File: src/rtl/sram_banked_wrapper.sv
// sram_banked_wrapper
//   Single-port SRAM subsystem built from a NUM_BANKS x NUM_COLS grid of
//   1RW macros. Banks are stacked in depth, and the upper address bits pick
//   the bank. Columns are tiled in width, and each column has its own write
//   mask bit. Reads are pipelined with a fixed latency of 3 cycles. A clear
//   engine zeroes every macro after reset, or when a clear is requested.
//
//   Each macro is modelled inline as a DEPTH x MACRO_DATA_W array with a
//   registered output, which gives the behaviour of the SRAM1RW hard macro:
//   the address and controls are sampled on the rising edge, and O holds
//   between reads.
//
// Ports
//   RW0_clk     single clock for the wrapper and every macro
//   RW0_rst     asynchronous active-high reset
//   RW0_en      request valid (taken when RW0_en & RW0_ready)
//   RW0_wmode   1 = write, 0 = read
//   RW0_addr    word address {bank, macro address}
//   RW0_wdata   write data
//   RW0_wmask   per-column write enable
//   RW0_ready   high only in IDLE
//   RW0_rdata   read data, qualified by RW0_rvalid, held otherwise
//   RW0_rvalid  one-cycle strobe per accepted read
//   RW0_clear   request full-array zeroing (honoured in IDLE only)
//   RW0_busy    high while draining or clearing
//
// DATA_W must be an exact multiple of MACRO_DATA_W.
//
// state    | meaning
// ---------+-------------------------------------------------------------
// ST_IDLE  | accepting requests
// ST_DRAIN | 3 cycles so that in-flight reads finish before the clear
// ST_CLEAR | write zero to one macro address per cycle in all macros
module sram_banked_wrapper #(
  parameter int ADDR_W         = 6,
  parameter int DATA_W         = 32,
  parameter int MACRO_ADDR_W   = 4,
  parameter int MACRO_DATA_W   = 16,
  parameter bit CLEAR_ON_RESET = 1'b1,
  localparam int BANK_W    = ADDR_W - MACRO_ADDR_W,
  localparam int NUM_BANKS = 2 ** BANK_W,
  localparam int NUM_COLS  = DATA_W / MACRO_DATA_W,
  localparam int DEPTH     = 2 ** MACRO_ADDR_W
) (
  input  logic                RW0_clk,
  input  logic                RW0_rst,
  input  logic                RW0_en,
  input  logic                RW0_wmode,
  input  logic [ADDR_W-1:0]   RW0_addr,
  input  logic [DATA_W-1:0]   RW0_wdata,
  input  logic [NUM_COLS-1:0] RW0_wmask,
  output logic                RW0_ready,
  output logic [DATA_W-1:0]   RW0_rdata,
  output logic                RW0_rvalid,
  input  logic                RW0_clear,
  output logic                RW0_busy
);

  typedef enum logic [1:0] {
    ST_IDLE  = 2'd0,
    ST_DRAIN = 2'd1,
    ST_CLEAR = 2'd2
  } state_t;

  localparam state_t RST_STATE = CLEAR_ON_RESET ? ST_CLEAR : ST_IDLE;
  localparam logic [MACRO_ADDR_W-1:0] CLR_LAST = MACRO_ADDR_W'(DEPTH - 1);
  localparam logic [MACRO_ADDR_W-1:0] CLR_STEP = MACRO_ADDR_W'(1);

  state_t                  state, state_nxt;
  logic [1:0]              drain_cnt;
  logic [MACRO_ADDR_W-1:0] clr_cnt;

  // Request and read pipeline
  logic                accept;
  logic                en_q;
  logic                wmode_q;
  logic [ADDR_W-1:0]   addr_q;
  logic [DATA_W-1:0]   wdata_q;
  logic [NUM_COLS-1:0] wmask_q;
  logic                rd_p;
  logic [BANK_W-1:0]   bank_p;

  // Macro-side signals
  logic                                clearing;
  logic [MACRO_ADDR_W-1:0]             mac_a;
  logic [DATA_W-1:0]                   mac_i;
  logic [NUM_BANKS-1:0][NUM_COLS-1:0]  mac_csb;
  logic [NUM_BANKS-1:0][NUM_COLS-1:0]  mac_web;
  logic [NUM_BANKS-1:0][NUM_COLS-1:0]  mac_oeb;
  logic [NUM_BANKS-1:0][DATA_W-1:0]    mac_o;

  // The drain timer counts down from 2 and the clear address counts up.
  // Both are reloaded whenever their own state is not active.
  always_ff @(posedge RW0_clk or posedge RW0_rst) begin
    if (RW0_rst) begin
      state     <= RST_STATE;
      drain_cnt <= 2'd2;
      clr_cnt   <= '0;
    end else begin
      state     <= state_nxt;
      drain_cnt <= (state == ST_DRAIN) ? drain_cnt - 2'd1 : 2'd2;
      clr_cnt   <= (state == ST_CLEAR) ? clr_cnt + CLR_STEP : '0;
    end
  end

  always_comb begin
    state_nxt = state;
    case (state)
      ST_IDLE:  if (RW0_clear)             state_nxt = ST_DRAIN;
      ST_DRAIN: if (drain_cnt == 2'd0)     state_nxt = ST_CLEAR;
      ST_CLEAR: if (clr_cnt == CLR_LAST)   state_nxt = ST_IDLE;
      default:                             state_nxt = RST_STATE;
    endcase
  end

  assign RW0_ready = (state == ST_IDLE);
  assign RW0_busy  = ~RW0_ready;
  assign accept    = RW0_en & RW0_ready;

  always_ff @(posedge RW0_clk or posedge RW0_rst) begin
    if (RW0_rst) begin
      en_q       <= 1'b0;
      wmode_q    <= 1'b0;
      addr_q     <= '0;
      wdata_q    <= '0;
      wmask_q    <= '0;
      rd_p       <= 1'b0;
      bank_p     <= '0;
      RW0_rvalid <= 1'b0;
      RW0_rdata  <= '0;
    end else begin
      en_q <= accept;
      if (accept) begin
        wmode_q <= RW0_wmode;
        addr_q  <= RW0_addr;
        wdata_q <= RW0_wdata;
        wmask_q <= RW0_wmask;
      end
      // The bank index travels with the read so that, one cycle later, it
      // can select the correct macro output.
      rd_p       <= en_q & ~wmode_q;
      bank_p     <= addr_q[ADDR_W-1:MACRO_ADDR_W];
      RW0_rvalid <= rd_p;
      if (rd_p) RW0_rdata <= mac_o[bank_p];
    end
  end

  // Address and data are shared by all macros; only the chip selects and
  // the enables differ between banks and columns.
  always_comb begin
    clearing = (state == ST_CLEAR);
    mac_a    = clearing ? clr_cnt : addr_q[MACRO_ADDR_W-1:0];
    mac_i    = clearing ? '0 : wdata_q;
    mac_csb  = '1;
    mac_web  = '1;
    mac_oeb  = '1;
    for (int b = 0; b < NUM_BANKS; b++) begin
      for (int c = 0; c < NUM_COLS; c++) begin
        if (clearing) begin
          mac_csb[b][c] = 1'b0;
          mac_web[b][c] = 1'b0;
        end else if (en_q && (addr_q[ADDR_W-1:MACRO_ADDR_W] == BANK_W'(b))) begin
          mac_csb[b][c] = 1'b0;
          mac_web[b][c] = wmode_q ? ~wmask_q[c] : 1'b1;
          mac_oeb[b][c] = wmode_q;
        end
      end
    end
  end

  for (genvar gb = 0; gb < NUM_BANKS; gb++) begin : g_bank
    for (genvar gc = 0; gc < NUM_COLS; gc++) begin : g_col
      logic [MACRO_DATA_W-1:0] mem [DEPTH];
      logic [MACRO_DATA_W-1:0] o_q;

      always_ff @(posedge RW0_clk) begin
        if (!mac_csb[gb][gc]) begin
          if (!mac_web[gb][gc])
            mem[mac_a] <= mac_i[gc*MACRO_DATA_W +: MACRO_DATA_W];
          else if (!mac_oeb[gb][gc])
            o_q <= mem[mac_a];
        end
      end

      assign mac_o[gb][gc*MACRO_DATA_W +: MACRO_DATA_W] = o_q;
    end
  end

endmodule
File: config.mk
export PLATFORM = sky130hd
export DESIGN_NAME = sram_banked_wrapper
export DESIGN_NICKNAME = d
export VERILOG_FILES = /design/src/rtl/sram_banked_wrapper.sv
export SDC_FILE = /design/constraint.sdc
export NUM_CORES = 2
export LEC_CHECK = 0
export ABC_AREA = 0
export CAP_MARGIN = 15
export CORE_AREA = 2 2 369 371
export CTS_BUF_LIST = sky130_fd_sc_hd__clkbuf_4 sky130_fd_sc_hd__clkbuf_8 sky130_fd_sc_hd__clkbuf_16
export CTS_CLUSTER_DIAMETER = 80
export DETAILED_ROUTE_END_ITERATION = 10
export DIE_AREA = 0 0 371 373
export PLACE_DENSITY = 0.78
export SLEW_MARGIN = 20
export SYNTH_ARGS = -nofsm -noshare
export SYNTH_HDL_FRONTEND = slang
export SYNTH_SLANG_ARGS = --single-unit
File: constraint.sdc
create_clock -name RW0_clk -period 3.85 [get_ports RW0_clk]
set_input_delay 0.77 -clock RW0_clk [delete_from_list [all_inputs] [get_ports RW0_clk]]
set_output_delay 0.77 -clock RW0_clk [all_outputs]
set_load 0.02 [all_outputs]
# == Word-level counts from Yosys, hierarchy flattened ==
# Memory sizes are Yosys's and may differ from the RTL's. A register that Yosys moved wholly into a read port is not among the register bits.
# Index checks and enable logic that the tools add are counted.
# word_totals
regBits,86
mem_bits_rw,2048
input_bits,45
out_inout_bits,35
word_cells,130
n_memories,8
# classes
add_sub_neg,2
magnitude_cmp,1
eq_ne,9
muxes,68
bitwise,14
n_reduce_logical,16
# mem_list
memory,words,word_bits,rd,rd_clocked_by_memory_dff,write_ports,line_no,text
g_bank[0].g_col[0].mem,16,16,1,1,1,173,logic [MACRO_DATA_W-1:0] mem [DEPTH];
g_bank[0].g_col[1].mem,16,16,1,1,1,173,
g_bank[1].g_col[0].mem,16,16,1,1,1,173,
g_bank[1].g_col[1].mem,16,16,1,1,1,173,
g_bank[2].g_col[0].mem,16,16,1,1,1,173,
g_bank[2].g_col[1].mem,16,16,1,1,1,173,
+2 memories,-,-,-,-,-,-,
# op_table
cell,count
binary-select mux 32 bit (select 2 bit),1
2-to-1 mux 32 bit,2
2-to-1 mux 1 bit,58
AND reduction 3 bit,9
inverter 1 bit,12
2-to-1 mux 2 bit,4
2-to-1 mux 4 bit,2
equality test 2 bit (second input constant),3
logical NOT 2 bit,3
inequality test 2 x 1 -> 1 bit (second input constant),3
case mux 2 bit (3 select lines),1
adder 4 x 1 -> 4 bit (second input constant),1
equality test 2 x 1 -> 1 bit (second input constant),2
equality test 4 bit (second input constant),1
logical AND 1 bit,4
< comparator 2 x 3 -> 1 bit (second input constant),1
AND 1 bit,2
subtractor 2 x 1 -> 2 bit (second input constant),1

# == Longest topological paths before layout ==
# logic_depth
depth_word,7
depth_mapped,9
mapped_depth_nobuf,5

# == Worst setup path after synthesis ==
# OpenSTA, ideal clock, no wires.
# synth_path
path_type,flip-flop to flip-flop
startpoint,register state[0]
endpoint,"memory g_bank[0].g_col[0].mem[0][0], enable pin"
setup_ps,388
t_arrival_ps,2464
t_required_ps,3462
path_slack_ps,998
path_stages_with_launch,9
path_buffers,4
synth_period_minus_slack_ps,2852
cell_sequence,dfrtp_1 buf_6 or4b_1 o31ai_1 buf_6 buf_4 buf_4 nand2_2 nor2_1
# synth_via
elab_chain_len,5
word_cells_on_any_way,7
classes_between,eq/ne: 1; mux: 6
# synth_rtl
item,line_no,text
"start, declared",69,"state_t state, state_nxt;"
"start signal, assigned",100,state <= state_nxt;
equality test 2 bit *,151,clearing = (state == ST_CLEAR);
2-to-1 mux 1 bit,159,if (clearing) begin
2-to-1 mux 1 bit,178,if (!mac_web[gb][gc])
2-to-1 mux 1 bit,177,if (!mac_csb[gb][gc]) begin
2-to-1 mux 1 bit (implied by the code),179,mem[mac_a] <= mac_i[gc*MACRO_DATA_W +: MACRO_DATA_W];
"end, declared",173,
# Every way passes the cells marked *; elsewhere a longest branch is shown, timed or not.

# == Final worst setup path ==
# layout_path
startpoint,register state[0]
endpoint,"memory g_bank[1].g_col[0].mem[11][8], enable pin"
# layout_via
elab_chain_len,5
word_cells_on_any_way,7
classes_between,eq/ne: 1; mux: 6
# layout_rtl
item,line_no
equality test 2 bit *,151
2-to-1 mux 1 bit,159
2-to-1 mux 1 bit,178
2-to-1 mux 1 bit,177
2-to-1 mux 1 bit (implied by the code),179
"end, declared",173
# Marks and branches as above.

==> parameters.txt <==
Parameter                              Value

Run status
  Status ... finished, final reports clean

Detailed routing
  Iteration count of the initial detailed-routing pass ... 6
  Vias per cell ... ~7
  Antenna Nets Post-Route ... 0
  Vias ... 47400
  Post-detailed-routing wire length ... 211800 um
  Avg WL per Cell ... 31.21 um
  DRC errors left ... 0
  Number of design-rule violations left by the first detailed-router iteration ... just over 7000

Timing
  Hold Slack ... 326.0 ps
  Unrepaired setup endpoints after global routing ... false
  Max-slew violation total from the final report ... 0
  Setup TNS ... 0 ps
  Max Clock Skew ... between 30 and 40 ps
  Count of final hold-check violations ... 0
  Max-Slew Margin vs Limit ... 0.2518
  Upper clock frequency limit ... 0.2943 GHz
  Endpoints failing setup ... 0
  Final critical delay including setup and external delays ... 3398 ps
  Final worst-path cycle share ... 0.8826
  Setup slack after layout ... 452.0 ps
  Transition at the pin with the smallest max-transition slack ... 1119 ps

GRT
  Largest net degree at the start of global routing ... 145
  GRT Overall Usage ... 0.3074
  Gr ovfl total ... 0
  First-pass GRT wire length ... 308500 um
  Number of global-route vias before repair ... 46650
  Antenna violations before repair ... 11

Placed design
  IO buf count ... 79
  Placed inst area ... 86980 um^2
  Routability congestion estimate ... about 0.84
  Cell total after placement ... 6407
  Setup Slack @ Placement ... 522.1 ps
  Post-DP HPWL ... ~120000 um

Clock tree
  Clock tree root buffer cell ... sky130_fd_sc_hd__clkbuf_16
  Reg clk slew, reported paths ... 70 ps
  Number of clock sinks ... ~2300
  Clock buffer count from CTS ... 203
  Number of setup buffers added after CTS ... 0
  Clk_lat worst skew ... 840 ps
  Number of hold buffers added after CTS ... 0
  Maximum count of clock buffers along a single path ... 3
  TritonCTS clock tree ... built
  PostCTS Resize Cnt ... 0
  Count of H-tree levels built during CTS ... 4

Critical path
  Maximum fanout count along the critical path ... 39
  Slowest library cell on the worst path ... sky130_fd_sc_hd__nand2_1
  Worst path cell trace ... nor2b_2 > o31ai_4 > buf_4 > nand2_1 > nor2_1 > buf_4
  Kind of end point of the critical path ... register
  Req. time, crit path ... about 4400 ps
  Most frequent cell on the critical path ... sky130_fd_sc_hd__buf_4
  Arrival time of the worst setup path ... 3900 ps
  Category of the worst setup path launch point ... register
  Worst setup path class ... reg2reg
  Minimum setup slack among reg-to-reg paths ... between 400 and 500 ps
  Delay contributed by the slowest stage of the critical path ... 690 ps

Run
  Count of max-cap constraint violations ... 0

Pwr
  Fraction of power spent switching nets ... 0.3319
  Switching component of the power ... 25.64 mW
  Leakage ... 29.88 nW
  Fraction of power consumed by combinational cells ... 0.295
  Register share of total power ... 0.439
  Worst ir drop on vdd ... approximately 0.0010 V
  Clock network fraction of total power ... 0.266
  Power Internal ... 51.60 mW
  Power density of the placed cells ... 823.3 nW/um^2

Synthesis
  Synthesized flop and latch total ... between 2000 and 2500
  Number of warnings reported in the yosys synthesis log ... 0
  Total standard cell area after synthesis ... 82970 um^2
  Synth unique cells ... 40
  Post-Synthesis Cells ... 4606
  Number of nets produced by synthesis ... 4653
  Post-Syn Area per Cell ... 18.01 um^2
  Register area share after synthesis ... 0.8135

Die
  Starting Density ... 0.6163
  FP Rows ... roughly 140
  I/O pin cnt ... 80
  Floorplan die width ... 371 um
  Height of the die ... 373 um
  Overall die area ... 138400 um^2
  Core Area ... 134600 um^2

Final layout
  Post-route cell area ... approximately 94000 um^2
  Final Net Count ... 4878
  Fraction of layout instances using a drive strength above 1 ... 0.1517
  Number of standard cells in the layout, taps in and fillers out ... slightly below 7000
  Area delta synth->final ... 13.07%

Min path
  HP Class ... in2async
-- cells by family (layout without fill, tap and decap cells) --
logic type | Yosys count | after routing | share of synthesized area
buffers and inverters | 328 | 724 | 0.01847
muxes | 103 | 103 | 0.01831
xor gates and xnor gates | 2 | 2 | 0.0002112
adders and majority gates | 2 | 2 | 0.0003016
and+or+nand+nor | 349 | 349 | 0.02368
AOI/OAI and AO/OA | 1560 | 1560 | 0.1255
DFF | 2262 | 2262 | 0.8135
other | 0 | 4 | 0
-- final timing paths --
| path | endpoint | cells past startpoint | start |
|---|---|---|---|
| max | g_bank[1].g_col[0].mem[11][8] | 6 | state[0] |
| max reg2reg | g_bank[1].g_col[0].mem[11][8] | 6 | state[0] |
| min reg2reg | drain_cnt[0] | 1 | drain_cnt[0] |
| min in group RW0_clk | drain_cnt[0] | 1 | drain_cnt[0] |
| max in group asynchronous | wdata_q[26] | 3 | RW0_rst |
| min | wdata_q[23] | 2 | RW0_rst |
-- power groups by stage --
stage	logic (mW)	clock network, mW	registers [mW]
global placement	21.4	0	34.3
CTS	22.3	20.6	33.9
global route	24.1	21.6	34.0
floorplan	13.4	0	34.2
detailed placement	22.1	0	34.4
finish	22.8	20.6	33.9
-- synthesized netlist by cell type --
library cell,number,area share
sky130_fd_sc_hd__o21a_1,3,0.00027
sky130_fd_sc_hd__buf_4,19,0.0017
sky130_fd_sc_hd__or3_1,2,0.00015
sky130_fd_sc_hd__nand2b_1,3,0.00023
sky130_fd_sc_hd__nor2b_1,4,0.00030
sky130_fd_sc_hd__and3_1,4,0.00030
sky130_fd_sc_hd__ha_1,2,0.00030
sky130_fd_sc_hd__nand2_2,4,0.00030
sky130_fd_sc_hd__buf_6,7,0.00095
sky130_fd_sc_hd__o31a_1,1,0.00011
sky130_fd_sc_hd__nand4b_1,1,0.00011
sky130_fd_sc_hd__buf_2,142,0.0086
sky130_fd_sc_hd__o31ai_1,3,0.00027
sky130_fd_sc_hd__clkbuf_1,124,0.0056
sky130_fd_sc_hd__a31oi_1,8,0.00060
sky130_fd_sc_hd__o31ai_2,2,0.00030
sky130_fd_sc_hd__a21oi_1,513,0.031
sky130_fd_sc_hd__nand3b_1,1,0.000091
sky130_fd_sc_hd__a22oi_1,1024,0.093
sky130_fd_sc_hd__mux2i_1,1,0.00012
sky130_fd_sc_hd__buf_1,28,0.0013
sky130_fd_sc_hd__and2_1,36,0.0027
sky130_fd_sc_hd__o21ai_1,3,0.00018
sky130_fd_sc_hd__or2_2,1,0.000075
sky130_fd_sc_hd__xor2_1,1,0.00011
sky130_fd_sc_hd__nor3b_1,1,0.000091
sky130_fd_sc_hd__or4b_1,1,0.00012
sky130_fd_sc_hd__xnor2_1,1,0.00011
sky130_fd_sc_hd__nand2_1,18,0.00081
sky130_fd_sc_hd__nor2_1,139,0.0063
sky130_fd_sc_hd__dfstp_2,2,0.00063
sky130_fd_sc_hd__dfrtp_1,84,0.025
sky130_fd_sc_hd__o21ai_0,3,0.00018
sky130_fd_sc_hd__or4_1,128,0.012
sky130_fd_sc_hd__edfxtp_1,2176,0.79
sky130_fd_sc_hd__mux4_2,32,0.0087
sky130_fd_sc_hd__inv_1,8,0.00036
sky130_fd_sc_hd__mux2_2,70,0.0095
sky130_fd_sc_hd__nand3_1,4,0.00024
sky130_fd_sc_hd__nand4bb_1,2,0.00027
-- layout make-up --
cell class                 count  area [um^2]
inverter                       8        32.53
sequential                  2262        67500
clock buffer                 272         5759
timing repair buffer         340         3151
antenna                        4        10.01
multi-input combinational   2016        14070
fill                        7854        40810
tap                         1781         2228
clock inverter               104         1064
-- worst max-delay path, delay by kind of cell, from the launching register on --
| kind | cells | cell delay [ps] |
|---|---|---|
| AOI/OAI and AO/OA | 1 | 390 |
| buffers and inverters | 2 | 820 |
| DFF | 1 | 540 |
| and+or+nand+nor | 3 | 1310 |
-- cell usage in the layout (no fill, tap or decap), types with 70 or more instances in the layout --
| cell type | count |
|---|---|
| sky130_fd_sc_hd__a21oi_1 | 513 |
| sky130_fd_sc_hd__nor2_1 | 139 |
| sky130_fd_sc_hd__dfrtp_1 | 82 |
| sky130_fd_sc_hd__mux2_2 | 70 |
| sky130_fd_sc_hd__clkbuf_16 | 209 |
| sky130_fd_sc_hd__buf_4 | 229 |
| sky130_fd_sc_hd__edfxtp_1 | 2176 |
| sky130_fd_sc_hd__or4_1 | 128 |
| sky130_fd_sc_hd__clkdlybuf4s50_1 | 79 |
| sky130_fd_sc_hd__a22oi_1 | 1024 |
-- through the flow --
stage / power (mW) / util
floorplan: 47.68 / -
global placement: 55.68 / 0.6461
detailed placement: 56.50 / 0.6461
CTS: 76.89 / 0.6968
global route: 79.63 / 0.6968
finish: 77.24 / 0.6968
-- per-layer routing --
| metal | vias up | GRT usage | share of wire |
|---|---|---|---|
| li1 | 19460 | - | - |
| met1 | 23670 | 0.4040 | 0.34 |
| met2 | 3630 | 0.4905 | 0.49 |
| met3 | 627 | 0.06343 | 0.12 |
| met4 | 12 | 0.1572 | 0.055 |
| met5 | - | 0 | 0.00033 |
-- state kept, by name, summed over array words and instances, names as in the netlist --
signal and count:
g_bank.g_col.mem 2048, g_bank.g_col.o_q 128, RW0_rdata 32, wdata_q 32, addr_q 6, clr_cnt 4, bank_p 2, drain_cnt 2
state 2, wmask_q 2, RW0_rvalid 1, en_q 1, rd_p 1, wmode_q 1
Power figures use the tool's default switching activity.
